File: config.mk
export PLATFORM = sky130hd
export DESIGN_NAME = wb_ctrl_flat
export DESIGN_NICKNAME = d
export VERILOG_FILES = /design/src/rtl/wb_ctrl_if.sv /design/src/rtl/wb_ctrl.sv /design/src/flat_wrapper.sv
export SDC_FILE = /design/constraint.sdc
export NUM_CORES = 1
export LEC_CHECK = 0
export CELL_PAD_IN_SITES_DETAIL_PLACEMENT = 1
export CELL_PAD_IN_SITES_GLOBAL_PLACEMENT = 1
export CORE_ASPECT_RATIO = 0.75
export CORE_UTILIZATION = 40
export DETAILED_ROUTE_END_ITERATION = 8
export HOLD_SLACK_MARGIN = 0.12
export PLACE_DENSITY = 0.85
export SLEW_MARGIN = 20
export SYNTH_ARGS = -nofsm -noshare
export SYNTH_HDL_FRONTEND = slang
export SYNTH_SLANG_ARGS = --single-unit
File: constraint.sdc
create_clock -name clk -period 4.8 [get_ports clk]
set_clock_uncertainty 0.1 [all_clocks]
set_input_delay 0.48 -clock clk [delete_from_list [all_inputs] [get_ports clk]]
set_output_delay 0.48 -clock clk [all_outputs]
set_load 0.01 [all_outputs]
File: src/rtl/wb_ctrl_if.sv
// Bundle of the wb_ctrl source, load-return and register-file write signals.
// The master side drives the ALU/load/memory inputs; the slave side is the controller.
interface wb_ctrl_if #(
    parameter int pw = 4
) ();
    logic              alu_vld;
    logic [pw-1:0]     alu_dst;
    logic [7:0]        alu_dat;
    logic              ld_issue;
    logic [pw-1:0]     ld_dst;
    logic              mem_vld;
    logic [7:0]        mem_dat;
    logic              wr_en;
    logic [pw-1:0]     wr_addr;
    logic [7:0]        wr_dat;
    logic              stall;
    logic [2**pw-1:0]  pend;
    logic              ld_timeout;
    // 1 while the controller is waiting on a load return
    logic              dbg_state;

    // Handshake: alu_vld / ld_issue are taken in any cycle where stall=0;
    // while stall=1 nothing is taken and upstream holds its inputs unchanged.
    modport master (
        output alu_vld, alu_dst, alu_dat, ld_issue, ld_dst, mem_vld, mem_dat,
        input  wr_en, wr_addr, wr_dat, stall, pend, ld_timeout, dbg_state
    );

    modport slave (
        input  alu_vld, alu_dst, alu_dat, ld_issue, ld_dst, mem_vld, mem_dat,
        output wr_en, wr_addr, wr_dat, stall, pend, ld_timeout, dbg_state
    );
endinterface

File: src/rtl/wb_ctrl.sv
// Register-file write-back controller: merges ALU results with a single
// outstanding memory load, with a one-entry skid buffer and a load timeout.
module wb_ctrl #(
    parameter int pw      = 4,
    parameter int TIMEOUT = 15
) (
    input  logic      clk,
    input  logic      reset,
    wb_ctrl_if.slave  bus
);
    localparam int nreg = 2**pw;
    localparam int cw   = (TIMEOUT < 2) ? 1 : $clog2(TIMEOUT);

    typedef enum logic {
        IDLE    = 1'b0,
        LD_WAIT = 1'b1
    } state_t;

    state_t            state;
    logic [pw-1:0]     ld_dst_q;
    logic [cw-1:0]     wait_cnt;
    logic [nreg-1:0]   pend_q;
    logic              timeout_q;
    logic              skid_full;
    logic [pw-1:0]     skid_addr;
    logic [7:0]        skid_dat;
    logic              wr_en_q;
    logic [pw-1:0]     wr_addr_q;
    logic [7:0]        wr_dat_q;

    logic stall;
    logic alu_acc;
    logic ld_acc;
    logic ld_ret;
    logic ld_expire;

    // A held skid entry blocks everything so it drains before any new ALU result.
    assign stall = skid_full
                 | (bus.ld_issue & (state == LD_WAIT))
                 | (bus.alu_vld & pend_q[bus.alu_dst]);

    assign alu_acc   = bus.alu_vld & ~stall;
    assign ld_acc    = bus.ld_issue & ~stall;
    assign ld_ret    = (state == LD_WAIT) & bus.mem_vld;
    assign ld_expire = (state == LD_WAIT) & ~bus.mem_vld & (wait_cnt == cw'(TIMEOUT - 1));

    always_ff @(posedge clk or posedge reset) begin
        if (reset) begin
            state     <= IDLE;
            ld_dst_q  <= '0;
            wait_cnt  <= '0;
            pend_q    <= '0;
            timeout_q <= 1'b0;
            skid_full <= 1'b0;
            skid_addr <= '0;
            skid_dat  <= '0;
            wr_en_q   <= 1'b0;
            wr_addr_q <= '0;
            wr_dat_q  <= '0;
        end else begin
            wr_en_q <= 1'b0;

            // Write port priority: load return, then skid drain, then a fresh ALU result.
            if (ld_ret) begin
                wr_en_q   <= 1'b1;
                wr_addr_q <= ld_dst_q;
                wr_dat_q  <= bus.mem_dat;
                if (alu_acc) begin
                    skid_full <= 1'b1;
                    skid_addr <= bus.alu_dst;
                    skid_dat  <= bus.alu_dat;
                end
            end else if (skid_full) begin
                wr_en_q   <= 1'b1;
                wr_addr_q <= skid_addr;
                wr_dat_q  <= skid_dat;
                skid_full <= 1'b0;
            end else if (alu_acc) begin
                wr_en_q   <= 1'b1;
                wr_addr_q <= bus.alu_dst;
                wr_dat_q  <= bus.alu_dat;
            end

            case (state)
                IDLE: begin
                    if (ld_acc) begin
                        ld_dst_q             <= bus.ld_dst;
                        pend_q[bus.ld_dst]   <= 1'b1;
                        wait_cnt             <= '0;
                        state                <= LD_WAIT;
                    end
                end
                LD_WAIT: begin
                    if (ld_ret) begin
                        pend_q[ld_dst_q] <= 1'b0;
                        state            <= IDLE;
                    end else if (ld_expire) begin
                        pend_q[ld_dst_q] <= 1'b0;
                        timeout_q        <= 1'b1;
                        state            <= IDLE;
                    end else begin
                        wait_cnt <= wait_cnt + 1'b1;
                    end
                end
                default: state <= IDLE;
            endcase
        end
    end

    assign bus.stall      = stall;
    assign bus.wr_en      = wr_en_q;
    assign bus.wr_addr    = wr_addr_q;
    assign bus.wr_dat     = wr_dat_q;
    assign bus.pend       = pend_q;
    assign bus.ld_timeout = timeout_q;
    assign bus.dbg_state  = (state == LD_WAIT);

endmodule

File: src/flat_wrapper.sv
// flat-port wrapper written by rule: the top's interface ports become plain ports
module wb_ctrl_flat 
#(
    parameter int pw      = 4,
    parameter int TIMEOUT = 15
)
  (clk, reset, bus_alu_vld, bus_alu_dst, bus_alu_dat, bus_ld_issue, bus_ld_dst, bus_mem_vld, bus_mem_dat, bus_wr_en, bus_wr_addr, bus_wr_dat, bus_stall, bus_pend, bus_ld_timeout, bus_dbg_state);
  wb_ctrl_if #(.pw(pw)) bus_i ();
  input  logic clk;
  input  logic reset;
  input wire logic [$bits(bus_i.alu_vld)-1:0] bus_alu_vld;
  input wire logic [$bits(bus_i.alu_dst)-1:0] bus_alu_dst;
  input wire logic [$bits(bus_i.alu_dat)-1:0] bus_alu_dat;
  input wire logic [$bits(bus_i.ld_issue)-1:0] bus_ld_issue;
  input wire logic [$bits(bus_i.ld_dst)-1:0] bus_ld_dst;
  input wire logic [$bits(bus_i.mem_vld)-1:0] bus_mem_vld;
  input wire logic [$bits(bus_i.mem_dat)-1:0] bus_mem_dat;
  output wire logic [$bits(bus_i.wr_en)-1:0] bus_wr_en;
  output wire logic [$bits(bus_i.wr_addr)-1:0] bus_wr_addr;
  output wire logic [$bits(bus_i.wr_dat)-1:0] bus_wr_dat;
  output wire logic [$bits(bus_i.stall)-1:0] bus_stall;
  output wire logic [$bits(bus_i.pend)-1:0] bus_pend;
  output wire logic [$bits(bus_i.ld_timeout)-1:0] bus_ld_timeout;
  output wire logic [$bits(bus_i.dbg_state)-1:0] bus_dbg_state;
  assign bus_i.alu_vld = bus_alu_vld;
  assign bus_i.alu_dst = bus_alu_dst;
  assign bus_i.alu_dat = bus_alu_dat;
  assign bus_i.ld_issue = bus_ld_issue;
  assign bus_i.ld_dst = bus_ld_dst;
  assign bus_i.mem_vld = bus_mem_vld;
  assign bus_i.mem_dat = bus_mem_dat;
  assign bus_wr_en = bus_i.wr_en;
  assign bus_wr_addr = bus_i.wr_addr;
  assign bus_wr_dat = bus_i.wr_dat;
  assign bus_stall = bus_i.stall;
  assign bus_pend = bus_i.pend;
  assign bus_ld_timeout = bus_i.ld_timeout;
  assign bus_dbg_state = bus_i.dbg_state;
  wb_ctrl #(.pw(pw), .TIMEOUT(TIMEOUT)) u_core (.clk(clk), .reset(reset), .bus(bus_i));
endmodule
== Yosys cells after proc, flatten, opt, wreduce, memory -nomap -nowiden ==
Index checks and enable logic that the tools add are counted.
Operators by class
  add/sub/neg operators: 1
  magnitude comparators: 5
  equality and inequality tests: 6
  muxes and demuxes: 29
  bitwise operators: 16
  reductions and logical operators: 8
Operators with widths (number)
  $mux 16: 3
  $pmux 16 s2: 1
  $mux 4: 6
  $mux 8: 3
  $and 16x16->16: 1
  $not 16->16: 1
  $or 16x16->16: 1
  $lt 4x5->1 const B: 3
  $mux 1: 11
  $demux 1 s4: 2
  $ge 4x1->1 const B: 2
  $pmux 4 s2: 1
  $and 1x1->1: 7
  $reduce_and 2->1: 3
  $reduce_and 3->1: 2
  $add 4x1->4 const B: 1
  $bmux 1 s4: 1
  $eq 4x4->1 const B: 1
  $ne 2x1->1 const B: 2
  $ne 2x2->1 const B: 2
  $not 1->1: 4
  $ne 3x3->1 const B: 1
  $reduce_bool 3->1: 1
  $logic_and 1x1->1: 2
  2 further kinds: 3
Storage, ports and cells
  bits in registers: 52
  output and inout port bits: 32
  logic and storage cells: 76

== Depth between registers and ports, before layout ==
  word-level depth: 9
  depth in mapped cells: 7
  mapped depth without buffers: 7

== Worst setup path after synthesis ==
No wires, ideal clock.
  path type: input-to-reg
  from: in bus_alu_dst[0]
  to: reg u_core.wr_addr_q[0], in the netlist u_core.bus.wr_addr[0]
  setup time: 0.123 ns
  arrival: 2.150 ns
  setup slack: 2.427 ns
  stages on the path: 7
  path through: buf_6 mux2i_1 mux4_2 nor3b_4 or4_4 buf_6 o221a_1
Between the ends
  cells in the longest elaborated chain, start to end: 7
  elaborated cells between the ends (all ways): 10
  those cells by class: mux: 5; bitwise: 4; reduce/logical: 1
RTL lines
  from (decl): RTL line flat_wrapper.sv:12  | input wire logic [$bits(bus_i.alu_dst)-1:0] bus_alu_dst;
  $bmux 1 s4: RTL line wb_ctrl.sv:40  | | (bus.alu_vld & pend_q[bus.alu_dst]);
  $mux 1 (not written as such): RTL line wb_ctrl.sv:40
  $and 1x1->1: RTL line wb_ctrl.sv:40
  $or 1x1->1: RTL line wb_ctrl.sv:40
  $not 1->1: RTL line wb_ctrl.sv:42  | assign alu_acc = bus.alu_vld & ~stall;
  $and 1x1->1: RTL line wb_ctrl.sv:42
  $reduce_bool 3->1 (no line)
  to (signal assigned): RTL line wb_ctrl.sv:66  | wr_addr_q <= ld_dst_q;
  to (signal assigned): RTL line wb_ctrl.sv:75  | wr_addr_q <= skid_addr;
  to (signal assigned): RTL line wb_ctrl.sv:80  | wr_addr_q <= bus.alu_dst;
  to (decl): RTL line wb_ctrl.sv:28  | logic [pw-1:0] wr_addr_q;
Several ways; a longest one is shown, not always the timed one. The select of a mux whose other input is x is not followed.
A chain may end at the register's enable or synchronous reset.

== Final worst setup path ==
  from: in bus_alu_dst[0]
  to: out bus_stall
Between the ends
  cells in the longest elaborated chain, start to end: 4
RTL lines
  $bmux 1 s4: RTL line wb_ctrl.sv:40
  $mux 1 (not written as such): RTL line wb_ctrl.sv:40
  $and 1x1->1: RTL line wb_ctrl.sv:40
  $or 1x1->1: RTL line wb_ctrl.sv:40
  to (decl): RTL line flat_wrapper.sv:21  | output wire logic [$bits(bus_i.stall)-1:0] bus_stall;
No other way between the ends. The select of a mux whose other input is x is not followed.

==> impl_metrics.ini <==
[critical_path]
path_max_fanout = 10
crit_path_cell_trace = clkdlybuf4s50_1 -> mux2i_1 -> mux4_2 -> nor2_1 -> nor3_1 -> nand2_1 -> clkdlybuf4s50_1
crit_start = bus_alu_dst[0]
slowest_stage = sky130_fd_sc_hd__clkdlybuf4s50_1
crit_family = buffers and inverters
reg2reg_depth = 3
critical_path.reg2reg.startpoint = u_core.bus.dbg_state$_DFF_PP0_
arrival_ns = 3.02
reg_to_reg_slack_setup_ns = 2.08
crit_cells = 7
worstSetupEndpoint = bus_stall
worst-path-buf-inv = 2
setup.worst_path.class = in -> out
crit_path_start_kind = primary input
critical-path-top-cell-by-count = sky130_fd_sc_hd__clkdlybuf4s50_1
worst_r2r_endpoint = u_core.skid_dat[3]$_DFFE_PP0P_
cp_slowest_stage_delay_ns = 0.81
critical_path_required_ns = 4.22
worstSetupEndpointType = output port

[timing]
finalSetupTns_ns = 0
post-route-min-period_ns = 3.602
worst_pin_slew_ns = 1.008
slew-limit-headroom_pct = 32.81
finalSetupViolCount = 0
fmax_mhz = 277.7
drv_slew = 0
period_share_pct = 75.03
rsz_0062_raised_after_global_routing = no
final_hold_viol_count = 0

[clock_network]
tritoncts = yes
tritoncts.num_buffers = 5
post_cts_resized = 0
clk_pin_slew_worst_paths_ns = 0.09
clockBufferDepth = 2
htreeDepth = 2
clockRootBuffer = sky130_fd_sc_hd__clkbuf_8
insertion_delay_ns = 0.31
postCtsHoldBufs = 0
cts_setup_buffers = 0
tritoncts_num_sinks = 52

[outcome]
violations = design-rule violations
outcome = complete, but fails checks

[synth]
synth_top_area_share_pct = 47.17
postSynthRegisterBits = 52
netlist_area_um2 = 2759
synth_cell_type_count = 48
synth_top_cells_by_count = sky130_fd_sc_hd__dfrtp_1 (52), sky130_fd_sc_hd__nand2_1 (26), sky130_fd_sc_hd__o21ai_0 (25)
synthCells = 258
syn_avg_cell_area_um2 = 10.69
sequential_cell_area_fraction_in_the_yosys_report_pct = 47.17
ys_async_sr_fraction_pct = 100.0
synth_edf_count = 0
synth.largest_area_cell = sky130_fd_sc_hd__dfrtp_1
top_post_synthesis_cells_by_area = sky130_fd_sc_hd__dfrtp_1 (47%), sky130_fd_sc_hd__mux2_2 (8.6%), sky130_fd_sc_hd__o21ai_0 (4.5%)
net_count_of_the_mapped_netlist = 289
yosys_warning_count = 0
yosysMostFrequentCell = sky130_fd_sc_hd__dfrtp_1
ys_dominant_reg_cell = sky130_fd_sc_hd__dfrtp_1

[power]
power_frac_comb_pct = 43.9
power_per_cell_area_nw_per_um2 = 555.8
standby_leakage_power_nw = 1.402
seqPwrFrac_pct = 43.1
power_spent_charging_and_discharging_nets_mw = 0.7307
internal_power_component_mw = 1.209
irDropWorstVdd_mv = 0.2554
netSwitchingFraction_pct = 37.67
clockPowerShare_pct = 13.0

[final_layout]
design.final.nets = 344
antennaDiodeCount = 0
final_core_utilization_pct = 53.89
post_route_cells_drive_above_1_share_pct = 13.10
syn2layout_area_growth_pct = 26.49
nFillCells = 714

[drt]
antenna_nets_post_route = 0
route.detailed.vias_per_inst = 5.794
drt_pass_1_iters = 6
detailroute.via_count = 2283
drt-total-wl_um = 7678
drt-initial-drc-count = 164
routedWlPerCell_um = 19.49
detail_route.drc_violations = 6

[grt]
grtUsageTotal_pct = 22.62
global_route_wire_length_before_repair_um = 12460
first_global_vias = 2370
grt_overflow_total = 0
maximum_number_of_pins_on_one_net_before_global_route_repair = 53
antenna_found_initial = 0

[placement]
place.gp.congestion = 0.8485
port_buffers = 60
detailed_place_hpwl_um = 5467

[hold_path]
hp-class = reg -> reg
hold_path.startpoint = u_core.bus.ld_timeout$_DFFE_PP0P_

[floorplanning]
rows = 25
design.die.area_um2 = 7237
die_span_y_um = 73.93
core-area_um2 = 6475
ioPinCount = 61
die-width_um = 97.90
floorplan.initialDensity_pct = 42.61

[job]
cap_violations = 0
## worst min-delay path by stage
| stage | end | cells after the start |
|---|---|---|
| after floorplan | u_core.skid_dat[3]$_DFFE_PP0P_ | 1 |
| after global placement | u_core.bus.ld_timeout$_DFFE_PP0P_ | 1 |
| after detailed placement | u_core.bus.ld_timeout$_DFFE_PP0P_ | 1 |
| after CTS | u_core.bus.ld_timeout$_DFFE_PP0P_ | 1 |
| after global routing | u_core.bus.ld_timeout$_DFFE_PP0P_ | 1 |
| final | u_core.bus.ld_timeout$_DFFE_PP0P_ | 1 |
## cells in the final DEF, fill, tap and decap left out, types with 6 or more instances in the layout
master / netlist / final
sky130_fd_sc_hd__o221a_1: 8 / 8
sky130_fd_sc_hd__nor2_1: 11 / 11
sky130_fd_sc_hd__nand3_1: 7 / 7
sky130_fd_sc_hd__dfrtp_1: 52 / 52
sky130_fd_sc_hd__a21oi_1: 6 / 6
sky130_fd_sc_hd__nand2_1: 26 / 26
sky130_fd_sc_hd__clkdlybuf4s50_1: 0 / 60
sky130_fd_sc_hd__mux2i_1: 8 / 8
sky130_fd_sc_hd__mux2_2: 21 / 21
sky130_fd_sc_hd__o21ai_0: 25 / 25
sky130_fd_sc_hd__nor2b_1: 18 / 18
## logic make-up after synthesis
logic type / share of synthesized area [%]
muxes: 13.65
buffers and inverters: 3.492
and+or+nand+nor: 15.56
adders and majority gates: 0.9069
DFF: 47.17
AOI/OAI and AO/OA: 18.28
xor gates and xnor gates: 0.9526
## layer usage
layer / track usage, % / vias to the layer above / wire [um]
met5: 0 / - / 0
met4: 8.754 / 0 / 144
met3: 3.996 / 14 / 397
met2: 35.45 / 65 / 3538
met1: 31.63 / 1151 / 3598
li1: - / 1053 / -
## through the flow
step / worst slack [ns] / std cells / power (mW) / instance area (um2) / hold WS, ns
4_1_cts: 1.211 / 394 / 1.950 / 3486 / 0.3857
2_1_floorplan: 2.427 / 258 / 1.281 / 2759 / 0.3649
5_1_grt: 1.071 / 394 / 2.054 / 3490 / 0.4017
3_5_place_dp: 1.135 / 387 / 1.691 / 3405 / 0.3637
3_3_place_gp: 1.231 / 387 / 1.645 / 3402 / 0.3562
6_report: 1.198 / 394 / 1.940 / 3490 / 0.3791
## registers in the layout, indices dropped and copies added, names as in the netlist
| name | cells |
|---|---|
| u_core.skid_full | 1 |
| u_core.skid_addr | 4 |
| u_core.ld_dst_q | 4 |
| u_core.wait_cnt | 4 |
| u_core.bus.wr_dat | 8 |
| u_core.bus.dbg_state | 1 |
| u_core.bus.pend | 16 |
| u_core.bus.wr_en | 1 |
| u_core.skid_dat | 8 |
| u_core.bus.ld_timeout | 1 |
| u_core.bus.wr_addr | 4 |
## power by group through the flow
stage | logic (mW) | clock network (mW) | registers (mW)
global route | 0.923 | 0.271 | 0.861
finish | 0.852 | 0.253 | 0.835
CTS | 0.859 | 0.257 | 0.834
detailed placement | 0.852 | 0 | 0.839
global placement | 0.815 | 0 | 0.830
floorplan | 0.481 | 0 | 0.800
## cell type report
| type | count | area (um2) | share of cell area (%) |
|---|---|---|---|
| tap | 81 | 101.3 | 2.904 |
| inverter | 6 | 25.02 | 0.7171 |
| multi-input combinational | 186 | 1365 | 39.12 |
| clock buffer | 5 | 68.82 | 1.972 |
| sequential | 52 | 1301 | 37.29 |
| timing repair buffer | 62 | 615.6 | 17.64 |
| clock inverter | 2 | 12.51 | 0.3586 |
No activity file was read; power rests on OpenSTA's default activity.
